<file path="src/rtl/datapath_sequencer.sv">
// Datapath control sequencer: accepts one instruction per handshake and issues bus micro-ops.
// Optional stall input enabled by defining SEQ_STALL_EN.
module datapath_sequencer #(
    parameter int DATA_W    = 32,
    parameter int REG_IDX_W = 5,
    parameter int FUNC_W    = 5,
    parameter int LAST_FUNC = 13
) (
    input  logic                 clk,
    input  logic                 reset,
`ifdef SEQ_STALL_EN
    input  logic                 stall,
`endif
    input  logic [31:0]          instr,
    input  logic                 instr_valid,
    output logic                 instr_ready,
    output logic [FUNC_W-1:0]    alu_function_sel,
    output logic                 alu_store_1,
    output logic                 alu_store_2,
    output logic                 alu_broadcast,
    output logic [REG_IDX_W-1:0] register_index,
    output logic                 register_read_enable,
    output logic                 register_write_enable,
    output logic [DATA_W-1:0]    imm,
    output logic                 imm_EN,
    output logic                 done,
    output logic                 illegal_instr
);

    typedef enum logic [2:0] {
        IDLE      = 3'd0,
        LOAD_A    = 3'd1,
        LOAD_B    = 3'd2,
        EXEC      = 3'd3,
        WRITE_IMM = 3'd4
    } state_t;

    localparam logic [FUNC_W-1:0] LAST_FUNC_L = FUNC_W'(LAST_FUNC);

    state_t      state_reg, state_next;
    logic [31:0] instr_reg;
    logic        illegal_reg;
    logic        stall_int;
    logic        transfer;
    logic        legal_in;

`ifdef SEQ_STALL_EN
    assign stall_int = stall;
`else
    assign stall_int = 1'b0;
`endif

    // Legality is judged on the incoming word so an illegal one never leaves IDLE.
    assign legal_in = (instr[31:30] == 2'b10) ||
                      ((instr[31:30] != 2'b11) && (instr[29:25] <= LAST_FUNC_L));
    assign transfer = instr_valid && instr_ready;

    always_ff @(posedge clk or negedge reset) begin
        if (!reset) begin
            state_reg   <= IDLE;
            instr_reg   <= '0;
            illegal_reg <= 1'b0;
        end else if (!stall_int) begin
            state_reg   <= state_next;
            illegal_reg <= transfer && !legal_in;
            if (transfer) begin
                instr_reg <= instr;
            end
        end
    end

    always_comb begin
        state_next = state_reg;
        case (state_reg)
            IDLE: begin
                if (transfer && legal_in) begin
                    state_next = (instr[31:30] == 2'b10) ? WRITE_IMM : LOAD_A;
                end
            end
            LOAD_A:    state_next = LOAD_B;
            LOAD_B:    state_next = EXEC;
            EXEC:      state_next = IDLE;
            WRITE_IMM: state_next = IDLE;
            default:   state_next = IDLE;
        endcase
    end

    always_comb begin
        instr_ready           = 1'b0;
        alu_function_sel      = '0;
        alu_store_1           = 1'b0;
        alu_store_2           = 1'b0;
        alu_broadcast         = 1'b0;
        register_index        = '0;
        register_read_enable  = 1'b0;
        register_write_enable = 1'b0;
        imm                   = '0;
        imm_EN                = 1'b0;
        done                  = 1'b0;
        illegal_instr         = illegal_reg;
        case (state_reg)
            IDLE: begin
                instr_ready = 1'b1;
            end
            LOAD_A: begin
                register_index       = instr_reg[19:15];
                register_read_enable = 1'b1;
                alu_store_1          = 1'b1;
            end
            LOAD_B: begin
                alu_store_2 = 1'b1;
                if (instr_reg[31:30] == 2'b01) begin
                    imm    = {{(DATA_W-15){1'b0}}, instr_reg[14:0]};
                    imm_EN = 1'b1;
                end else begin
                    register_index       = instr_reg[14:10];
                    register_read_enable = 1'b1;
                end
            end
            EXEC: begin
                alu_function_sel      = instr_reg[29:25];
                alu_broadcast         = 1'b1;
                register_index        = instr_reg[24:20];
                register_write_enable = 1'b1;
                done                  = 1'b1;
            end
            WRITE_IMM: begin
                imm                   = {{(DATA_W-20){1'b0}}, instr_reg[19:0]};
                imm_EN                = 1'b1;
                register_index        = instr_reg[24:20];
                register_write_enable = 1'b1;
                done                  = 1'b1;
            end
            default: begin
                instr_ready = 1'b0;
            end
        endcase
        // A stalled cycle keeps the bus driven but commits nothing.
        if (stall_int) begin
            instr_ready           = 1'b0;
            alu_store_1           = 1'b0;
            alu_store_2           = 1'b0;
            register_write_enable = 1'b0;
            done                  = 1'b0;
            illegal_instr         = 1'b0;
        end
    end

endmodule
</file>
<file path="config.mk">
export PLATFORM = sky130hd
export DESIGN_NAME = datapath_sequencer
export DESIGN_NICKNAME = d
export VERILOG_FILES = /design/src/rtl/datapath_sequencer.sv
export SDC_FILE = /design/constraint.sdc
export NUM_CORES = 1
export LEC_CHECK = 0
export CAP_MARGIN = 20
export CORE_UTILIZATION = 45
export DETAILED_ROUTE_END_ITERATION = 10
export GPL_TIMING_DRIVEN = 0
export PLACE_DENSITY = 0.95
export SYNTH_ARGS = -nofsm -noshare
export SYNTH_HDL_FRONTEND = slang
export SYNTH_SLANG_ARGS = --single-unit
</file>
<file path="constraint.sdc">
create_clock -name clk -period 3.5 [get_ports clk]
set_input_delay 0.7 -clock clk [delete_from_list [all_inputs] [get_ports clk]]
set_output_delay 0.7 -clock clk [all_outputs]
set_load 0.01 [all_outputs]
</file>
==> results of run 1 <==
through the flow:
| stage | cell area [um^2] | cells | hold WS [ns] | utilization, % |
|---|---|---|---|---|
| 3_3_place_gp | 2720 | 287 | 0.481 | 67.9 |
| 4_1_cts | 2840 | 295 | 0.504 | 70.9 |
| 3_5_place_dp | 2710 | 287 | 0.487 | 67.8 |
| 6_report | 2840 | 295 | 0.491 | 70.9 |
| 5_1_grt | 2840 | 295 | 0.521 | 70.9 |
| 2_1_floorplan | 1920 | 164 | 0.404 | - |
worst reg2reg max path, delay by kind of cell (launching register included):
| kind | cells | cell delay [ns] |
|---|---|---|
| AND/OR/NAND/NOR | 2 | 0.51 |
| buffers and inverters | 1 | 0.21 |
| flip-flops | 1 | 0.46 |
| multiplexers | 1 | 0.35 |
per-layer routing:
metal | wire length, um | part of all wire, % | track usage (%) | vias to the layer above
met5 | 0 | 0 | 0 | -
met4 | 46 | 1.2 | 7.18 | 0
met3 | 326 | 8.2 | 7.02 | 5
met2 | 2010 | 51 | 34.1 | 54
met1 | 1590 | 40 | 23.2 | 668
li1 | - | - | - | 698
worst max-delay path by stage:
stage                                  endpoint  cells after the start
after global routing      register_write_enable                      6
after global placement    register_write_enable                      6
after CTS                 register_write_enable                      6
after detailed placement  register_write_enable                      6
after floorplan           register_write_enable                      5
final                     register_write_enable                      6
power by group:
group / total (mW) / switching, mW / internal (mW)
sequential: 0.745 / 0.123 / 0.622
combinational: 1.05 / 0.415 / 0.631
clock: 0.397 / 0.145 / 0.251
cell type report:
type	instances	area, um^2
Inverter	2	7.51
Fill cell	313	1160
Timing Repair Buffer	73	726
Multi-Input combinational cell	105	853
Clock inverter	1	30.0
Clock buffer	7	96.3
Tap cell	50	62.6
Sequential cell	36	901
Buffer	21	160
cells in the mapped netlist, drive strengths merged:
cell     count  area [um^2]
nor3b        1         7.51
clkbuf       2         7.51
a221o        5         50.1
nor2         6         22.5
mux2i        5         50.1
a311o        1         10.0
buf         19          153
nor2b        1         6.26
nand2b       4         32.5
mux2        32          360
and2        21          131
o31ai        1         7.51
and3         6         37.5
nor3         2         21.3
nand4bb      1         11.3
o21ai        1         5.00
a21oi        2         25.0
nor4         1         6.26
conb         1         3.75
or2          2         12.5
or3b         1         11.3
dfrtp       36          901
inv          2         7.51
kinds of logic (layout without fill, tap and decap cells):
family          count (synthesis)  in the layout
other cells                     1             12
simple gates                   46             46
flops                          36             36
buf+inv                        23            104
compound gates                 10             10
mux                            37             37
==> flow_metrics.py, run 1 <==
metrics = {
    "layout": {
        "syn_to_final_growth_pct": 50.8,
        "final_cell_mix": "clkdlybuf4s50_1 (72), dfrtp_1 (36), mux2_2 (32)",
        "diodes": 0,
        "drive_gt1_share_pct": 27.3,
        "final_common_cell": "clkdlybuf4s50_1",
        "largest_reg_flops": 32,
        "nets": 279,
    },
    "die": {
        "start_util_pct": 47.0,
        "num_rows": 23,
        "die_w_um": 66.6,
        "die-area_mm2": 0.00444,
        "core_mm2": 0.00400,
        "die_h_um": 66.6,
        "io_pins": 86,
    },
    "yosys": {
        "synth-simple-area-share_pct": 16.0,
        "syn-cell-area_mm2": 0.00188,
        "ys.warnings.count": 0,
        "synth_top_family_by_area": "multiplexers",
        "synthXorXnorAreaFrac_pct": 0,
        "synth-seq-cells": 36,
        "synth-compound-area-share_pct": 5.19,
        "ys_seq_area_share_pct": 47.9,
        "avgSynthCellArea_um2": 12.3,
        "synth_cell_type_count": 28,
        "syn_inst": 153,
        "synthMuxAreaShare_pct": 21.8,
        "synthAdderAreaFrac_pct": 0,
    },
    "clock_network": {
        "clock_tree.root_cell": "clkbuf_8",
        "clk_pin_slew_ns": 0.07,
        "clk_latency_ns": 0.28,
        "clkSinkCount": 36,
        "cts_tree": "built",
        "cts_resized": 0,
        "cts_made_buffers": 5,
        "ctsHoldBuffers": 0,
        "clock_path_buffers": 2,
        "post_cts_buffers": 0,
        "cts_htree_levels": 2,
    },
    "placement": {
        "portBuffers": 73,
        "gp_congestion": 0.760,
        "hpwl_um": 2990,
        "pre_cts_ws_ns": 0.806,
    },
    "worst_setup_path": {
        "slowest_stage": "clkdlybuf4s50_1",
        "path_delay_family": "buffers and inverters",
        "rr_worst_depth": 4,
        "critPathMaxFanout": 10,
        "path_cells": "buf_2 -> nor3b_1 -> clkbuf_1 -> or2_2 -> buf_4 -> clkdlybuf4s50_1",
        "slowest_delay_ns": 0.52,
        "path_class": "reg2out",
        "r2r-start": "state_reg[2]",
        "cp.required_ns": 2.80,
        "worst_r2r_endpoint": "instr_reg[24]",
        "worstPathArrival_ns": 2.29,
        "rrSetupSlack_ns": 1.86,
        "critPathLaunchType": "register",
        "cp-end-kind": "primary output",
        "crit_start": "state_reg[0]",
        "worst-path-buf-inv": 4,
    },
    "timing": {
        "tns_ns": 0,
        "fmax_mhz": 335,
        "setup_viol": 0,
        "hold_viol_final": 0,
        "rsz0062_at_grt": "no",
        "fin_ws_ns": 0.511,
        "clock-skew-final_ns": 0.00356,
        "relSlewSlack_pct": 47.0,
        "period_needed_ns": 2.99,
        "drv_slew": 0,
        "max_slew.worst_pin.slew_ns": 0.796,
        "fin_crit_sh_pct": 85.4,
    },
    "route": {
        "first_iter_violations": 48,
        "drc": 0,
        "dr.pass1.iters": 6,
        "ant_nets": 0,
        "wirelength_um": 3980,
        "vias_per_cell": 4.83,
        "wl_per_cell_um": 13.5,
        "num_vias": 1425,
    },
    "run_status": {
        "status": "finished clean",
    },
    "grt": {
        "grt_use_total_pct": 20.1,
        "grt_pass1_wl_um": 6570,
        "grt_start_max_net_pins": 37,
        "grt_remaining_overflow": 0,
        "grt_pass1_vias": 1419,
        "antenna_found_initial": 0,
    },
    "power": {
        "irDropWorstVdd_mv": 0.412,
        "power_density_mw_per_mm2": 771,
        "p_leak_nw": 1.24,
        "power.total_mw": 2.19,
    },
    "run": {
        "cap_viol_max_count": 0,
    },
    "worst_hold_path": {
        "hold_class": "in2async",
    },
}
Note: power is estimated with default switching activity, not from simulation.
==> run 2, diff against run 1 <==
- CORE_MARGIN: not set -> 2
==> run 2 against run 1 <==
Clock skew up 0.0029 ns; core utilization is 0.84 points lower; sequential share of layout area grew 0.38 points; critical endpoint unchanged.
==> flow_metrics.py, run 2 (synthesis gave the netlist of run 1 again) <==
metrics = {
    "run_status": {
        "status": "finished clean",
    },
    "placement": {
        "dpl.cell_count": 287,
        "hpwl_um": 3130,
        "place_area_mm2": 0.00271,
        "gp_congestion": 0.838,
        "portBuffers": 73,
    },
    "timing": {
        "fmax_mhz": 336,
        "fin_crit_sh_pct": 85.0,
        "clock-skew-final_ns": 0.00645,
        "holdWs_ns": 0.498,
        "rsz0062_at_grt": "no",
        "tns_ns": 0,
        "relSlewSlack_pct": 46.4,
        "drv_slew": 0,
        "period_needed_ns": 2.97,
        "hold_viol_final": 0,
        "setup_viol": 0,
        "max_slew.worst_pin.slew_ns": 0.804,
    },
    "power": {
        "power_density_mw_per_mm2": 749,
        "p_leak_nw": 1.22,
        "power.total_mw": 2.10,
        "irDropWorstVdd_mv": 0.345,
    },
    "worst_setup_path": {
        "worstPathArrival_ns": 2.27,
        "cp.required_ns": 2.80,
        "r2r-start": "state_reg[2]",
        "critPathLaunchType": "register",
        "path_cells": "buf_2 -> nor3b_1 -> clkbuf_1 -> or2_2 -> buf_4 -> clkdlybuf4s50_1",
        "slowest_delay_ns": 0.52,
        "critPathMaxFanout": 10,
        "path_delay_family": "buffers and inverters",
        "rr_worst_depth": 4,
        "cp-end-kind": "primary output",
        "path_class": "reg2out",
        "worst_r2r_endpoint": "instr_reg[7]",
        "slowest_stage": "clkdlybuf4s50_1",
        "rrSetupSlack_ns": 1.87,
        "worst-path-buf-inv": 4,
    },
    "route": {
        "num_vias": 1432,
        "first_iter_violations": 88,
        "vias_per_cell": 4.85,
        "drc": 0,
        "wirelength_um": 4110,
        "dr.pass1.iters": 4,
        "wl_per_cell_um": 13.9,
        "ant_nets": 0,
    },
    "layout": {
        "final_cell_mix": "clkdlybuf4s50_1 (72), dfrtp_1 (36), mux2_2 (32)",
        "syn_to_final_growth_pct": 49.0,
        "nets": 279,
        "final_cells": 295,
        "diodes": 0,
        "final_common_cell": "clkdlybuf4s50_1",
        "largest_reg_flops": 32,
        "fin_area_mm2": 0.00280,
        "drive_gt1_share_pct": 27.3,
    },
    "grt": {
        "grt_use_total_pct": 18.5,
        "grt_start_max_net_pins": 37,
        "grt_pass1_vias": 1365,
        "antenna_found_initial": 0,
        "grt_pass1_wl_um": 6350,
        "grt_remaining_overflow": 0,
    },
    "clock_network": {
        "cts_tree": "built",
        "clk_latency_ns": 0.29,
        "clock_tree.root_cell": "clkbuf_8",
        "cts_htree_levels": 2,
        "clk_pin_slew_ns": 0.07,
        "cts_resized": 0,
        "ctsHoldBuffers": 0,
        "clock_path_buffers": 2,
        "cts_made_buffers": 5,
        "post_cts_buffers": 0,
        "clkSinkCount": 36,
    },
    "die": {
        "die_h_um": 68.6,
        "io_pins": 86,
        "start_util_pct": 47.0,
        "num_rows": 23,
        "die_w_um": 68.6,
        "die-area_mm2": 0.00471,
        "core_mm2": 0.00400,
    },
    "worst_hold_path": {
        "hold_class": "in2async",
    },
    "run": {
        "cap_viol_max_count": 0,
    },
}
run 2: how the worst max path moves through the flow:
stage / cells after the start / to / slack [ns] / startpoint
after global placement: 6 / imm[2] / 0.86 / state_reg[1]
after floorplan: 5 / register_write_enable / 1.47 / state_reg[0]
final: 6 / register_write_enable / 0.53 / state_reg[0]
after detailed placement: 6 / register_write_enable / 0.83 / state_reg[0]
after CTS: 6 / register_write_enable / 0.50 / state_reg[0]
after global routing: 6 / register_write_enable / 0.36 / state_reg[1]
run 2: where the power goes:
part | internal [mW] | leakage, nW | switching (mW)
registers | 0.622 | 0.428 | 0.126
clock network | 0.157 | 0.0510 | 0.147
logic | 0.631 | 0.744 | 0.416
total | 1.41 | 1.22 | 0.690
run 2: per-layer routing:
metal  GRT usage, %  wire (um)
met3           5.03        347
met1           22.6       1670
met4           6.75         46
met2           31.3       2050
met5              0          0
run 2: per-stage QoR:
stage          setup WS [ns]  utilization [%]
2_1_floorplan           1.47                -
3_3_place_gp           0.859             67.9
3_5_place_dp           0.826             67.8
4_1_cts                0.502             70.1
5_1_grt                0.363             70.1
6_report               0.527             70.1
run 2: area by class of cell:
type,instances,area [um^2]
inverter,2,7.51
tap,50,62.6
buffer,21,160
clock buffer,6,82.6
fill,307,1200
multi-input combinational,105,853
sequential,36,901
clock inverter,2,10.0
timing repair buffer,73,726
